## config.mk

```make
export PLATFORM = sky130hd
export DESIGN_NAME = music_box_mode_arbiter
export DESIGN_NICKNAME = d
export VERILOG_FILES = /design/src/rtl/music_box_mode_arbiter.sv
export SDC_FILE = /design/constraint.sdc
export NUM_CORES = 1
export LEC_CHECK = 0
export CORE_AREA = 2 2 105 107
export CTS_CLUSTER_SIZE = 24
export DETAILED_ROUTE_END_ITERATION = 16
export DIE_AREA = 0 0 107 109
export DONT_BUFFER_PORTS = 1
export GPL_TIMING_DRIVEN = 0
export SKIP_LAST_GASP = 1
export SYNTH_ARGS = -nofsm -noshare
export SYNTH_HDL_FRONTEND = slang
export SYNTH_SLANG_ARGS = --single-unit
```

## constraint.sdc

```tcl
create_clock -name clock_50Mhz -period 4.3 [get_ports clock_50Mhz]
set_input_delay 0.43 -clock clock_50Mhz [delete_from_list [all_inputs] [get_ports clock_50Mhz]]
set_output_delay 0.43 -clock clock_50Mhz [all_outputs]
set_load 0.02 [all_outputs]
```

## src/rtl/music_box_mode_arbiter.sv

```systemverilog
// Priority arbiter that hands one SDRAM command port and one DAC path to a single mode
// sub-controller at a time, with drain-before-release, button re-arm and a sticky watchdog.
//
// state   | meaning
// IDLE    | no mode running, waiting for any button press
// ACTIVE  | selected mode owns SDRAM port and audio path
// DRAIN   | mode finished, waiting for SDRAM controller to go idle
// RELEASE | waiting for every button to be released
// ERROR   | watchdog fired, held until reset
module music_box_mode_arbiter #(
    parameter int                     NUM_MODES      = 4,
    parameter int                     ADDR_WIDTH     = 25,
    parameter int                     DATA_WIDTH     = 16,
    parameter int                     AUDIO_WIDTH    = 8,
    parameter logic [AUDIO_WIDTH-1:0] AUDIO_IDLE     = '0,
    parameter int                     TIMEOUT_CYCLES = 0,
    parameter int                     MODE_W         = $clog2(NUM_MODES + 1)
) (
    input  logic                              clock_50Mhz,
    input  logic                              reset_n,
    input  logic [NUM_MODES-1:0]              request_n,
    input  logic [NUM_MODES-1:0]              mode_complete,
    output logic [NUM_MODES-1:0]              mode_enable,
    output logic [MODE_W-1:0]                 active_mode,
    output logic                              error,
    input  logic [NUM_MODES*AUDIO_WIDTH-1:0]  mode_audio,
    output logic [AUDIO_WIDTH-1:0]            audio_out,
    input  logic [NUM_MODES*ADDR_WIDTH-1:0]   mode_sdram_address,
    input  logic [NUM_MODES*DATA_WIDTH-1:0]   mode_sdram_writeData,
    input  logic [NUM_MODES-1:0]              mode_sdram_isWriting,
    input  logic [NUM_MODES-1:0]              mode_sdram_inputValid,
    output logic [ADDR_WIDTH-1:0]             sdram_inputAddress,
    output logic [DATA_WIDTH-1:0]             sdram_writeData,
    output logic                              sdram_isWriting,
    output logic                              sdram_inputValid,
    input  logic                              sdram_isBusy
);

    localparam int SEL_W = (NUM_MODES > 1) ? $clog2(NUM_MODES) : 1;
    localparam int CNT_W = (TIMEOUT_CYCLES > 1) ? $clog2(TIMEOUT_CYCLES) : 1;
    localparam logic [CNT_W-1:0] CNT_LAST = CNT_W'(TIMEOUT_CYCLES - 1);

    typedef enum logic [2:0] {
        S_IDLE    = 3'd0,
        S_ACTIVE  = 3'd1,
        S_DRAIN   = 3'd2,
        S_RELEASE = 3'd3,
        S_ERROR   = 3'd4
    } state_t;

    state_t                 state_q, state_d;
    logic [SEL_W-1:0]       sel_q, sel_d;
    logic [NUM_MODES-1:0]   enable_q, enable_d;
    logic [MODE_W-1:0]      active_q, active_d;
    logic                   error_q, error_d;
    logic [AUDIO_WIDTH-1:0] audio_q, audio_d;
    logic [CNT_W-1:0]       cnt_q, cnt_d;

    logic [SEL_W-1:0]       pick;
    logic [NUM_MODES-1:0]   pick_onehot;

    always_ff @(posedge clock_50Mhz or negedge reset_n) begin
        if (!reset_n) begin
            state_q  <= S_IDLE;
            sel_q    <= '0;
            enable_q <= '0;
            active_q <= '0;
            error_q  <= 1'b0;
            audio_q  <= AUDIO_IDLE;
            cnt_q    <= '0;
        end else begin
            state_q  <= state_d;
            sel_q    <= sel_d;
            enable_q <= enable_d;
            active_q <= active_d;
            error_q  <= error_d;
            audio_q  <= audio_d;
            cnt_q    <= cnt_d;
        end
    end

    // Ascending scan so the highest-index pressed button is the last one written.
    always_comb begin
        pick        = '0;
        pick_onehot = '0;
        for (int i = 0; i < NUM_MODES; i++) begin
            if (!request_n[i]) begin
                pick           = SEL_W'(i);
                pick_onehot    = '0;
                pick_onehot[i] = 1'b1;
            end
        end
    end

    always_comb begin
        state_d  = state_q;
        sel_d    = sel_q;
        enable_d = enable_q;
        active_d = active_q;
        error_d  = error_q;
        cnt_d    = cnt_q;
        audio_d  = (state_q == S_ACTIVE) ? mode_audio[sel_q*AUDIO_WIDTH +: AUDIO_WIDTH]
                                         : AUDIO_IDLE;
        case (state_q)
            S_IDLE: begin
                if (!(&request_n)) begin
                    state_d  = S_ACTIVE;
                    sel_d    = pick;
                    enable_d = pick_onehot;
                    active_d = MODE_W'(pick) + MODE_W'(1);
                    cnt_d    = '0;
                end
            end
            S_ACTIVE: begin
                cnt_d = (cnt_q == '1) ? cnt_q : cnt_q + 1'b1;
                if (mode_complete[sel_q]) begin
                    state_d  = S_DRAIN;
                    enable_d = '0;
                    active_d = '0;
                end else if ((TIMEOUT_CYCLES != 0) && (cnt_q == CNT_LAST)) begin
                    state_d  = S_ERROR;
                    enable_d = '0;
                    active_d = '0;
                    error_d  = 1'b1;
                end
            end
            S_DRAIN: begin
                if (!sdram_isBusy) state_d = S_RELEASE;
            end
            S_RELEASE: begin
                if (&request_n) state_d = S_IDLE;
            end
            S_ERROR: begin
                enable_d = '0;
                active_d = '0;
                error_d  = 1'b1;
            end
            default: state_d = S_IDLE;
        endcase
    end

    // Zero-latency command path; anything other than ACTIVE presents an all-zero command.
    always_comb begin
        sdram_inputAddress = '0;
        sdram_writeData    = '0;
        sdram_isWriting    = 1'b0;
        sdram_inputValid   = 1'b0;
        if (state_q == S_ACTIVE) begin
            sdram_inputAddress = mode_sdram_address[sel_q*ADDR_WIDTH +: ADDR_WIDTH];
            sdram_writeData    = mode_sdram_writeData[sel_q*DATA_WIDTH +: DATA_WIDTH];
            sdram_isWriting    = mode_sdram_isWriting[sel_q];
            sdram_inputValid   = mode_sdram_inputValid[sel_q];
        end
    end

    assign mode_enable = enable_q;
    assign active_mode = active_q;
    assign error       = error_q;
    assign audio_out   = audio_q;

endmodule

```

=== Word level (Yosys, flattened, before mapping) ===
Index checks and enable logic that the tools add are counted.

* $add $sub $neg: 1
* $mul: 1
* Magnitude comparators: 1
* Equal/unequal tests: 8
* Shifts and indexed selects: 3
* Mux-type cells: 29
* Bitwise gates (word level): 2
* Reduce and logical (&&, ||, !) cells: 6

{| class="wikitable"
|+ Operators with widths
! kind !! count
|-
| 100-bit by 8-bit variable part select with 25-bit output || 1
|-
| 64-bit by 7-bit variable part select with 16-bit output || 1
|-
| 32-bit by 6-bit variable part select with 8-bit output || 1
|-
| 25-bit 2-to-1 mux || 1
|-
| 4-bit 2-to-1 mux || 5
|-
| 3-bit 2-to-1 mux || 6
|-
| 16-bit 2-to-1 mux || 1
|-
| 3-bit case mux with 5 select lines || 1
|-
| 4-bit case mux with 3 select lines || 1
|-
| 3-bit case mux with 3 select lines || 1
|-
| 8-bit 2-to-1 mux || 1
|-
| 2-bit by 5-bit multiplier with 7-bit output (second input constant) || 1
|-
| 1-bit 2-to-1 mux || 7
|-
| 1-bit binary-select mux with 2-bit select || 3
|-
| 3-bit by 2-bit equality test with 1-bit output (second input constant) || 2
|-
| 2-bit inequality test (second input constant) || 3
|-
| 5-bit AND reduction || 1
|-
| 2-bit 2-to-1 mux || 2
|-
| 4-bit AND reduction || 1
|-
| 2-bit by 1-bit adder with 3-bit output (second input constant) || 1
|-
| 3-bit by 1-bit equality test with 1-bit output (second input constant) || 1
|-
| 3-bit equality test (second input constant) || 1
|-
| 3-bit zero test || 1
|-
| 2-bit by 3-bit < comparator with 1-bit output (second input constant) || 1
|-
| other kinds (5) || 6
|}

* Bits in registers: 21
* Output and inout bits: 59

=== Logic depth before layout (Yosys ltp) ===
* Depth after elaboration: 6
* Mapped depth: 7
* Gate-level depth less buffers: 6

=== Least setup slack after synthesis ===
Ideal clock, no wire load.

* Path type: reg2out
* From: register sel_q[0]
* To: output sdram_writeData[10]
* Data arrival time: 1.488 ns
* Data required time: 3.870 ns
* Slack: 2.382 ns
* Stages on the path, launching flop included: 5
* Cell sequence: dfrtp_1 buf_4 buf_2 mux4_2 and2_1

* Word-level cells in the longest chain between the ends: 2

{| class="wikitable"
|+ Ends and longest elaborated chain
! item !! line !! text
|-
| from (decl) || 52 || <nowiki>logic [SEL_W-1:0] sel_q, sel_d;</nowiki>
|-
| from (signal assigned) || 73 || <nowiki>sel_q <= sel_d;</nowiki>
|-
| 64-bit by 7-bit variable part select with 16-bit output || 150 || <nowiki>sdram_writeData = mode_sdram_writeData[sel_q*DATA_WIDTH +: DATA_WIDTH];</nowiki>
|-
| 16-bit 2-to-1 mux || 148 || <nowiki>if (state_q == S_ACTIVE) begin</nowiki>
|-
| to (decl) || 33 || <nowiki>output logic [DATA_WIDTH-1:0] sdram_writeData,</nowiki>
|}

Every way passes these cells.

=== Worst setup path after layout ===
* From: register state_q[1]
* To: output sdram_inputValid

* Word-level cells in the longest chain between the ends: 2

{| class="wikitable"
|+ Ends and longest elaborated chain
! item !! line !! text
|-
| from (decl) || 51 || <nowiki>state_t state_q, state_d;</nowiki>
|-
| from (signal assigned) || 72 || <nowiki>state_q <= state_d;</nowiki>
|-
| 3-bit by 1-bit equality test with 1-bit output || 148 ||
|-
| 1-bit 2-to-1 mux || 148 ||
|-
| to (decl) || 35 || <nowiki>output logic sdram_inputValid,</nowiki>
|}

Every way passes these cells.

==> run_results.csv <==
group,metric,value,unit
run_status,status,"finished clean",
layout,fin_nets,412,
clocking,clockBufferDepth,2,
clocking,clkLatencyLatePin,0.26,ns
synth,syn_nets,406,
global_route,grt_antenna_before_repair,2,
synth,ys_ff_latch,19,
sta,max_freq,397.3,MHz
critical_path,arrival,2.09,ns
die,io_pins,274,
die,core_area,10600,µm²
synth,avgSynthCellArea,12.91,µm²
layout,seq_area,475.5,µm²
drt,vias,1770,
drt,drcViolationCount,0,
drt,dr.first_iter.drc_count,63,
critical_path,cp-end-kind,"primary output",
sta,worst_slew_pin_slew,0.9019,ns
min_path,hp-class,"in -> reg",
sta,setup_ws,1.783,ns
synth,synth.distinct_cells,30,
critical_path,path_max_fanout,10,
global_route,grt_pass1_vias,1857,
layout,fin_area,2648,µm²
critical_path,critPathRequiredTime,3.87,ns
critical_path,critPathKind,"reg -> out",
clocking,cts_tree,"built",
layout,fill_cells,1119,
layout,drive_gt1_share,39.58,%
sta,drv_slew,0,
job,drv_cap,0,
sta,slew-limit-headroom,39.68,%
drt,wl_per_cell,23.38,µm
die,die_y,109,µm
sta,finalCriticalPeriod,2.517,ns
sta,hold_violations,0,
clocking,cts_num_sinks,19,
layout,area_growth,9.694,%
sta,clock_skew,0.001843,ns
place,dpl_cell_area,2589,µm²
sta,rsz0062_at_grt,"false",
place,portBuffers,0,
place,dp_hpwl,6817,µm
critical_path,crit_path_start_kind,"register",
clocking,clockRootBuffer,"clkbuf_8",
global_route,grt_max_degree,20,
sta,period_share,58.53,%
global_route,grtUsageTotal,12.38,%
layout,utilization,24.97,%
synth,synthCells,187,
die,initial_core_util,22.76,%
global_route,grt_pass1_wl,10850,µm
power,power_density,729.7,nW/µm²
die,rows,38,
clocking,holdBufCountCts,1,
drt,wl,7785,µm
clocking,h-tree-depth,1,
layout,layout.cells.non_filler,333,
place,dp_cells,327,
sta,fin_tns_setup,0,ns
clocking,cts.clk_slew.worst_paths,0.08,ns
synth,yosysWarnings,0,
sta,setup_viol,0,
layout,multi_input_area,1809,µm²
drt,vias_per_cell,5.315,
synth,ys_seq_area_share,19.70,%
die,die_x,107,µm
place,globalplace.congestion,1.011,
global_route,grt_overflow,0,
die,dieArea,11660,µm²
clocking,cts.repair.resized,0,
clocking,cts-buffers-inserted,3,
drt,ant_nets,0,
synth,synth_area,2414,µm²
place,place_ws,2.000,ns
power,ir_drop,0.0002525,V
clocking,post_cts_buffers,0,
power,power.leakage,1.013,nW
drt,drt_pass1_iterations,4,
[cell usage after synthesis]
cell type	n	area, µm²
a21oi_1	2	10.01
a22o_1	1	8.760
a22oi_1	1	7.510
and2_1	51	319.1
buf_1	1	3.750
buf_2	4	20.02
buf_4	6	45.04
buf_6	1	11.26
clkbuf_1	9	33.78
conb_1	1	3.750
dfrtp_1	19	475.5
ha_1	4	50.05
inv_1	3	11.26
inv_2	1	3.750
mux2_2	1	11.26
mux2_4	7	105.1
mux2i_1	3	30.03
mux4_2	51	1149
nand2_1	7	26.28
nand2b_1	1	6.260
nand3_1	1	5.000
nand3b_1	1	7.510
nand4_1	1	6.260
nand4_2	1	12.51
nor2_1	3	11.26
nor3_1	1	5.000
nor3b_1	1	7.510
o2111a_1	1	11.26
o21ai_0	2	10.01
or2_1	1	6.260
[layout by cell type (no fill, tap or decap), types with 2 or more instances in the layout]
cell,instances
mux4_2,51
and2_1,51
dfrtp_1,19
clkbuf_1,9
mux2_4,7
nand2_1,7
buf_4,6
buf_2,4
ha_1,4
inv_1,3
mux2i_1,3
nor2_1,3
clkbuf_8,3
a21oi_1,2
o21ai_0,2
[final cells by class]
class	instances	area share [%]
clock buffers	3	1.560
diodes	1	0.09452
repair buffers	1	0.3781
flip-flops and latches	19	17.96
plain buffers	21	4.301
multi-input cells	143	68.34
clock inverters	1	0.1890
inverters	4	0.5671
well taps	140	6.616
[path summary, 6_finish.rpt]
check / from / end / slack, ns / cells past startpoint
setup reg to reg: state_q[1] / active_mode[2] / 2.24 / 7
hold reg to reg: state_q[1] / state_q[1] / 0.58 / 1
min in group asynchronous: reset_n / audio_out[7] / 0.74 / 1
max in group asynchronous: reset_n / audio_out[0] / 3.01 / 1
hold / removal: request_n[3] / sel_q[0] / 0.35 / 3
setup / recovery: state_q[1] / sdram_inputValid / 1.78 / 5
[critical path, cell delays in order (launching register included)]
cell      delay [ns]
dfrtp_1         0.41
inv_1           0.09
ha_1            0.16
clkbuf_1        0.49
clkbuf_1        0.37
and2_1          0.32
[power by group]
group          switching [mW]  internal, mW
Clock                  0.0639        0.0645
Sequential              0.112         0.253
Combinational           0.741         0.697
Total                   0.918          1.01
[metal layers]
metal / up-vias / global-route usage [%] / part of all wire, %
met1: 891 / 17.01 / 41
met5: - / 0 / 0.22
met4: 2 / 1.113 / 0.46
met3: 10 / 5.918 / 10
met2: 135 / 18.43 / 47
li1: 732 / - / -
[metrics by stage]
step / hold slack [ns] / power [mW]
after floorplan: 0.1344 / 1.607
after global placement: 0.1348 / 1.797
after detailed placement: 0.1348 / 1.826
after CTS: 0.3438 / 1.969
after global routing: 0.3817 / 2.088
final: 0.3532 / 1.932
[registers in the layout, indices dropped and copies added (netlist names)]
register,cells
audio_out,8
state_q,2
sel_q,2
mode_enable,4
active_mode,3
[cells by family (layout without fill, tap and decap cells)]
family	Yosys count	after routing	share of synthesized area (%)
muxes	62	62	53.65
buffers and inverters	25	30	5.339
and+or+nand+nor	69	69	17.11
other	1	2	0.1554
adders and majority gates	4	4	2.074
AOI/OAI and AO/OA	7	7	1.970
DFF	19	19	19.70
(Power assumes the default switching activity.)
